--- src/rtl/fifo_status_if.sv ---
// Handshake and status bundle for fifo_status: producer/consumer requests in, data and occupancy status out.
interface fifo_status_if #(
   parameter int WIDTH = 32,
   parameter int DEPTH = 128
);
   logic                     write;
   logic                     read;
   logic [WIDTH-1:0]         data_in;
   logic                     clr_err;
   logic [WIDTH-1:0]         data_out;
   logic                     full;
   logic                     empty;
   logic                     almost_full;
   logic                     almost_empty;
   logic [$clog2(DEPTH):0]   count;
   logic                     overflow;
   logic                     underflow;

   modport master (
      output write, read, data_in, clr_err,
      input  data_out, full, empty, almost_full, almost_empty, count, overflow, underflow
   );

   modport slave (
      input  write, read, data_in, clr_err,
      output data_out, full, empty, almost_full, almost_empty, count, overflow, underflow
   );
endinterface

--- src/rtl/fifo_status.sv ---
// Synchronous FIFO with occupancy count, almost-full/empty thresholds and sticky error flags.
// Define FIFO_FWFT_EN for first-word-fall-through reads; otherwise data_out is registered.
module fifo_status #(
   parameter int WIDTH    = 32,
   parameter int DEPTH    = 128,
   parameter int AF_LEVEL = DEPTH - 2,
   parameter int AE_LEVEL = 2
) (
   input  logic           clk,
   input  logic           rst_n,
   fifo_status_if.slave   bus
);
   localparam int PW = $clog2(DEPTH);
   localparam int CW = PW + 1;
   localparam logic [CW-1:0] FULL_C = CW'(DEPTH);
   localparam logic [CW-1:0] AF_C   = CW'(AF_LEVEL);
   localparam logic [CW-1:0] AE_C   = CW'(AE_LEVEL);

   logic [WIDTH-1:0] mem [DEPTH];
   logic [PW-1:0]    wr_ptr;
   logic [PW-1:0]    rd_ptr;
   logic [CW-1:0]    count_q;
   logic             overflow_q;
   logic             underflow_q;
   logic             full_w;
   logic             empty_w;
   logic             wr_ok;
   logic             rd_ok;
   logic             ovf_set;
   logic             udf_set;

   assign full_w  = (count_q == FULL_C);
   assign empty_w = (count_q == '0);

   // A full FIFO still accepts a write when a read frees the head slot in the same cycle.
   assign wr_ok   = bus.write && (!full_w || bus.read);
   assign rd_ok   = bus.read && !empty_w;
   assign ovf_set = bus.write && full_w && !bus.read;
   assign udf_set = bus.read && empty_w;

   always_ff @(posedge clk) begin
      if (wr_ok) begin
         mem[wr_ptr] <= bus.data_in;
      end
   end

   always_ff @(posedge clk or negedge rst_n) begin
      if (!rst_n) begin
         wr_ptr      <= '0;
         rd_ptr      <= '0;
         count_q     <= '0;
         overflow_q  <= 1'b0;
         underflow_q <= 1'b0;
      end else begin
         if (wr_ok) begin
            wr_ptr <= wr_ptr + PW'(1);
         end
         if (rd_ok) begin
            rd_ptr <= rd_ptr + PW'(1);
         end
         case ({wr_ok, rd_ok})
            2'b10:   count_q <= count_q + CW'(1);
            2'b01:   count_q <= count_q - CW'(1);
            default: count_q <= count_q;
         endcase
         // A fresh error in the clearing cycle keeps the flag set.
         if (ovf_set) begin
            overflow_q <= 1'b1;
         end else if (bus.clr_err) begin
            overflow_q <= 1'b0;
         end
         if (udf_set) begin
            underflow_q <= 1'b1;
         end else if (bus.clr_err) begin
            underflow_q <= 1'b0;
         end
      end
   end

`ifdef FIFO_FWFT_EN
   assign bus.data_out = empty_w ? '0 : mem[rd_ptr];
`else
   logic [WIDTH-1:0] data_out_q;

   always_ff @(posedge clk or negedge rst_n) begin
      if (!rst_n) begin
         data_out_q <= '0;
      end else if (rd_ok) begin
         data_out_q <= mem[rd_ptr];
      end
   end

   assign bus.data_out = data_out_q;
`endif

   assign bus.full         = full_w;
   assign bus.empty        = empty_w;
   assign bus.almost_full  = (count_q >= AF_C);
   assign bus.almost_empty = (count_q <= AE_C);
   assign bus.count        = count_q;
   assign bus.overflow     = overflow_q;
   assign bus.underflow    = underflow_q;
endmodule

--- src/flat_wrapper.sv ---
// flat-port wrapper written by rule: the top's interface ports become plain ports
module fifo_status_flat 
#(
   parameter int WIDTH    = 32,
   parameter int DEPTH    = 128,
   parameter int AF_LEVEL = DEPTH - 2,
   parameter int AE_LEVEL = 2
)
  (clk, rst_n, bus_write, bus_read, bus_data_in, bus_clr_err, bus_data_out, bus_full, bus_empty, bus_almost_full, bus_almost_empty, bus_count, bus_overflow, bus_underflow);
  fifo_status_if #(.WIDTH(WIDTH), .DEPTH(DEPTH)) bus_i ();
  input  logic clk;
  input  logic rst_n;
  input wire logic [$bits(bus_i.write)-1:0] bus_write;
  input wire logic [$bits(bus_i.read)-1:0] bus_read;
  input wire logic [$bits(bus_i.data_in)-1:0] bus_data_in;
  input wire logic [$bits(bus_i.clr_err)-1:0] bus_clr_err;
  output wire logic [$bits(bus_i.data_out)-1:0] bus_data_out;
  output wire logic [$bits(bus_i.full)-1:0] bus_full;
  output wire logic [$bits(bus_i.empty)-1:0] bus_empty;
  output wire logic [$bits(bus_i.almost_full)-1:0] bus_almost_full;
  output wire logic [$bits(bus_i.almost_empty)-1:0] bus_almost_empty;
  output wire logic [$bits(bus_i.count)-1:0] bus_count;
  output wire logic [$bits(bus_i.overflow)-1:0] bus_overflow;
  output wire logic [$bits(bus_i.underflow)-1:0] bus_underflow;
  assign bus_i.write = bus_write;
  assign bus_i.read = bus_read;
  assign bus_i.data_in = bus_data_in;
  assign bus_i.clr_err = bus_clr_err;
  assign bus_data_out = bus_i.data_out;
  assign bus_full = bus_i.full;
  assign bus_empty = bus_i.empty;
  assign bus_almost_full = bus_i.almost_full;
  assign bus_almost_empty = bus_i.almost_empty;
  assign bus_count = bus_i.count;
  assign bus_overflow = bus_i.overflow;
  assign bus_underflow = bus_i.underflow;
  fifo_status #(.WIDTH(WIDTH), .DEPTH(DEPTH), .AF_LEVEL(AF_LEVEL), .AE_LEVEL(AE_LEVEL)) u_core (.clk(clk), .rst_n(rst_n), .bus(bus_i));
endmodule
--- config.mk ---
export PLATFORM = sky130hd
export DESIGN_NAME = fifo_status_flat
export DESIGN_NICKNAME = d
export VERILOG_FILES = /design/src/rtl/fifo_status_if.sv /design/src/rtl/fifo_status.sv /design/src/flat_wrapper.sv
export SDC_FILE = /design/constraint.sdc
export NUM_CORES = 2
export LEC_CHECK = 0
export BUFFER_PORTS_ARGS = -buffer_cell sky130_fd_sc_hd__buf_2
export CAP_MARGIN = 20
export CELL_PAD_IN_SITES_DETAIL_PLACEMENT = 1
export CELL_PAD_IN_SITES_GLOBAL_PLACEMENT = 2
export CORE_MARGIN = 2
export CORE_UTILIZATION = 55
export DETAILED_ROUTE_END_ITERATION = 8
export PLACE_DENSITY_LB_ADDON = 0.2
export SLEW_MARGIN = 40
export SYNTH_ARGS = -nofsm -noshare
export SYNTH_HDL_FRONTEND = slang
export SYNTH_SLANG_ARGS = --single-unit
--- constraint.sdc ---
create_clock -name clk -period 9.2 [get_ports clk]
set_input_delay 1.84 -clock clk [delete_from_list [all_inputs] [get_ports clk]]
set_output_delay 1.84 -clock clk [all_outputs]
set_load 0.03 [all_outputs]
# == After elaboration in Yosys (flattened, before gate mapping) ==
# Memories as Yosys holds them, arrays and structs flattened. A register that Yosys moved wholly into a read port is not among the register bits.
# Index checks and enable logic that the tools add are counted.
# word_totals
latch_bits,0
in_bits,37
word_cells,35
rom_bits,0
mem_count,1
ramBits,4096
register_bits,24
output_inout_bits,46
# mem_list
memory,depth,width,rd,rd_clocked_by_memory_dff,wr,line,text
u_core.mem,128,32,1,1,1,fifo_status.sv:19,logic [WIDTH-1:0] mem [DEPTH];
# op_classes
mul,0
bitwise_logic,0
mux,6
order_cmp,2
div_mod_pow,0
n_addsub,4
n_eq_ne,3
shift,0
n_reduce_logical,14
# ops
cell,n
one-hot mux 8 bit (2 select lines),1
adder 7 x 1 -> 7 bit (second input constant),2
adder 8 x 1 -> 8 bit (second input constant),1
== test 8 bit (second input constant),1
>= comparator 8 x 7 -> 1 bit (second input constant),1
less-or-equal comparator 8 x 2 -> 1 bit (second input constant),1
logical NOT 8 bit,1
subtractor 8 x 1 -> 8 bit (second input constant),1
nonzero test 2 bit,3
logical AND 1 bit,5
two-way mux 1 bit,5
logical NOT 1 bit,4
== test 2 x 1 -> 1 bit (second input constant),1
== test 2 bit (second input constant),1
logical OR 1 bit,1

# == Logic depth before layout (Yosys ltp) ==
# depth
ltp_word,6
depth_mapped,15

# == Worst setup path after synthesis ==
# OpenSTA, ideal clock, no wires.
# synth_timing
kind,input to register
startpoint,in bus_read
endpoint,"reg u_core.count_q[6], in the netlist u_core.bus.count[6]"
setup_ns,0.081
path_slack_ns,4.952
stages,12
n_path_buf,3
t_arrival_ns,4.167
path_cell_list,o31a_1 -> buf_2 -> buf_1 -> ha_1 -> buf_1 -> xor2_1 -> ha_1 -> a31oi_1 -> o22ai_1 -> nor2_1 -> o31ai_1 -> xnor2_1
# synth_via
word_cells_on_any_way,7
cone_classes,eq/ne (2); mux (1); reduce/logical (4)
# synth_lines
item,line,text
from (decl),flat_wrapper.sv:14,input wire logic [$bits(bus_i.read)-1:0] bus_read;
logical AND 1 bit (*),fifo_status.sv:37,assign rd_ok = bus.read && !empty_w;
net u_core.rd_ok,fifo_status.sv:28,logic rd_ok;
== test 2 x 1 -> 1 bit / == test 2 bit (equally long branches),fifo_status.sv:61,"case ({wr_ok, rd_ok})"
one-hot mux 8 bit (2 select lines) / nonzero test 2 bit (equally long branches),n/a,
to (signal assigned),fifo_status.sv:62,2'b10: count_q <= count_q + CW'(1);
to (signal assigned),fifo_status.sv:63,2'b01: count_q <= count_q - CW'(1);
to (signal assigned),fifo_status.sv:64,default: count_q <= count_q;
to (decl),fifo_status.sv:22,logic [CW-1:0] count_q;
# Mark *: on every way through the listed nets, which the timed path passes. The rest lies on a longest branch.
# A chain may end at the register's enable or synchronous reset.

==> run summary <==
Worst slew margin: 31.4%
count of pins over their slew limit: 0
leakage power: 57.6 nW
met2 usage: 51.0%
Setup Skew: 0.0576 ns
CTS resizes: 0
Most Used Layer, Global Route: met2
num rows: 197
register share of total power: 39.8%
Comb pwr share: 29.3%
Clock Path Buffers: 4
Sw Share: 33.1%
Yosys top cell area share: 77.2%
vias after detailed routing: 82,600
worst-case reg-to-reg path depth: 8
clock-pin slew on the worst setup and hold paths: 0.06 ns
Final Hold Slack: 0.521 ns
endpoints failing hold: 0
CTS root buffer: clkbuf_16
Cells after Synth: 7,420
worst path required time: 9.98 ns
DR iter-0 viols: 12,000
Top FF cell, synth: edfxtp_1
footprint of the multi-input gates: 34,000 um^2
Ys Warns: 0
detailed placement HPWL: 284,000 um
pin count of the biggest net entering global routing: 119
antenna-violating nets left: 0
Remaining DRCs: 0
Hold Startpoint: u_core.bus.underflow
Final Setup Violations: 0
Synth Register Bits: 4,152
drt pass-1 iters: 6
DIE HEIGHT: 542 um
Placeable Area: 288,000 um^2
Clk Latency, worst-skew pair: 0.98 ns
Setup WS pre-CTS: 3.96 ns
RR Startpoint: u_core.rd_ptr[0]
Register Area: 124,000 um^2
setup bufs post-CTS: 0
CP Max Fanout: 30
WL final: 487,000 um
Final period util: 58.4%
Pwr Density: 304 nW/um^2
Die Span X: 542 um
Area Overhead vs Synth: 13.3%
most used standard cell by instance count after synthesis: edfxtp_1
initial core utilization: 55.3%
launch point of the worst path: u_core.rd_ptr[0]
Final nets: 7,845
post-layout min period: 5.37 ns
Sw Pwr: 18.2 mW
sequential area share after synthesis: 78.1%
ys async rst share: 1.35%
Remaining Overflow, GRT: 0
routed length per instance: 40.8 um
R2R Setup Slk: 3.83 ns
GR Layer Usage met3: 7.50%
CP Capture Type: register
top cells by count, synth: edfxtp_1 (4,096), mux4_2 (773), mux2i_1 (601)
IO Pins: 83
Cell Area, Synth: 159,000 um^2
Startpoint Class: register
total CTS buffers: 415
Mapped Nets: 7,462
area leader, netlist: edfxtp_1
Worst Tran Pin Value: 1.03 ns
hold_buf cts: 0
Avg Cell Area, Syn: 21.5 um^2
RR Endpoint: u_core.bus.data_out[25]
initial antenna violation count: 46
Routability Congestion: 0.868
Buffers on Ports: 82
Via density: 6.92
top post-synthesis cells by area: edfxtp_1 (77%), mux4_2 (11%), mux2i_1 (3.8%), a22oi_1 (0.93%), dfrtp_1 (0.88%)
number of flops mapped to enable cells by yosys: 4,096
setup ws final: 3.83 ns
met1 GRT Util: 46.4%
Clk pwr share: 30.9%
Final TNS setup: 0 ns
vias in the first global route: 84,300
Peak VDD IR: 310 uV
crit path kind: reg2reg
Final Total Pwr: 54.9 mW
fill count: 23,000
CTS tree: done
Util after Layout: 62.6%
RSZ-0062 raised after global routing: false
share of layout cells above drive strength 1: 25.4%
CP arrival: 6.15 ns
Die ar.: 294,000 um^2
HP Class: reg2reg
worst setup path endpoint: u_core.bus.data_out[25]
status: finished, final reports clean
Max Cap Viol: 0
Max Freq: 186 MHz
Internal: 36.7 mW
CTS H-Tree Depth: 5
first-pass GRT wire length: 676,000 um
All-Layer GR Usage: 33.3%
Clock Sinks: 4,152
distinct cell type count after synthesis: 76
[stage by stage]
step | instance area (um^2) | cells
after floorplan | 159000 | 7420
after global placement | 166000 | 11100
after detailed placement | 167000 | 11200
after CTS | 180000 | 11900
after global routing | 180000 | 11900
final | 180000 | 11900
[power groups by stage]
stage	Combinational, mW	Sequential (mW)	Clock (mW)
floorplan	9.41	21.9	0
global placement	15.3	22.2	0
detailed placement	15.7	22.2	0
finish	16.1	21.8	17.0
CTS	15.9	21.8	17.1
global route	16.6	21.8	17.8
[area by class of cell]
type / instances / share of cell area (%)
inverters: 11 / 0.0270
diodes: 13 / 0.0180
clock inverters: 251 / 1.50
repair buffers: 404 / 2.04
flip-flops and latches: 4152 / 68.9
clock buffers: 501 / 5.99
multi-input cells: 2819 / 18.9
well taps: 3781 / 2.62
[critical path, cell delays in order (launching register included)]
cell       delay, ns
dfrtp_4         0.92
buf_4           0.70
buf_4           0.68
mux4_2          0.60
a22o_1          0.29
a211oi_1        0.48
a21oi_1         0.30
a2111oi_4       0.95
a311oi_1        0.13
[per-layer routing]
| layer | vias up | part of all wire [%] |
|---|---|---|
| li1 | 32000 | - |
| met1 | 44500 | 38 |
| met2 | 5147 | 46 |
| met3 | 899 | 11 |
| met4 | 20 | 5.1 |
| met5 | - | 0.026 |
[cells by family after synthesis]
kind of cell	Yosys count	synth area share [%]
mux	1408	14.9
simple gates	571	1.54
xor+xnor	23	0.126
buf+inv	449	1.54
fa+ha+maj	5	0.0393
compound gates	812	3.72
flops	4152	78.1
[worst min-delay path by stage]
stage                                 to  cells past startpoint
floorplan               u_core.wr_ptr[2]                      1
global placement     u_core.bus.overflow                      1
detailed placement  u_core.bus.underflow                      1
CTS                 u_core.bus.underflow                      1
global route        u_core.bus.underflow                      1
finish              u_core.bus.underflow                      1
[registers in the layout (all words and copies together) (netlist names)]
register and flops:
u_core.bus.overflow 1, u_core.bus.underflow 1, u_core.mem 4096, u_core.rd_ptr 7, u_core.bus.data_out 32, u_core.bus.count 8
u_core.wr_ptr 7
[cells in the final DEF (no fill, tap or decap), types with 50 or more instances in the layout]
master     instances
a211oi_1          65
a21oi_1          112
a22oi_1          197
buf_2             52
buf_4            267
clkbuf_1          79
clkbuf_16        418
clkinv_1          77
clkinv_2          89
dfrtp_1           50
edfxtp_1        4096
mux2i_1          598
mux4_2           773
nand2_1          222
nand3_1           57
nor2_1            60
nor2_4           130
o22ai_1          116
Note: power is estimated with default switching activity, not from simulation.
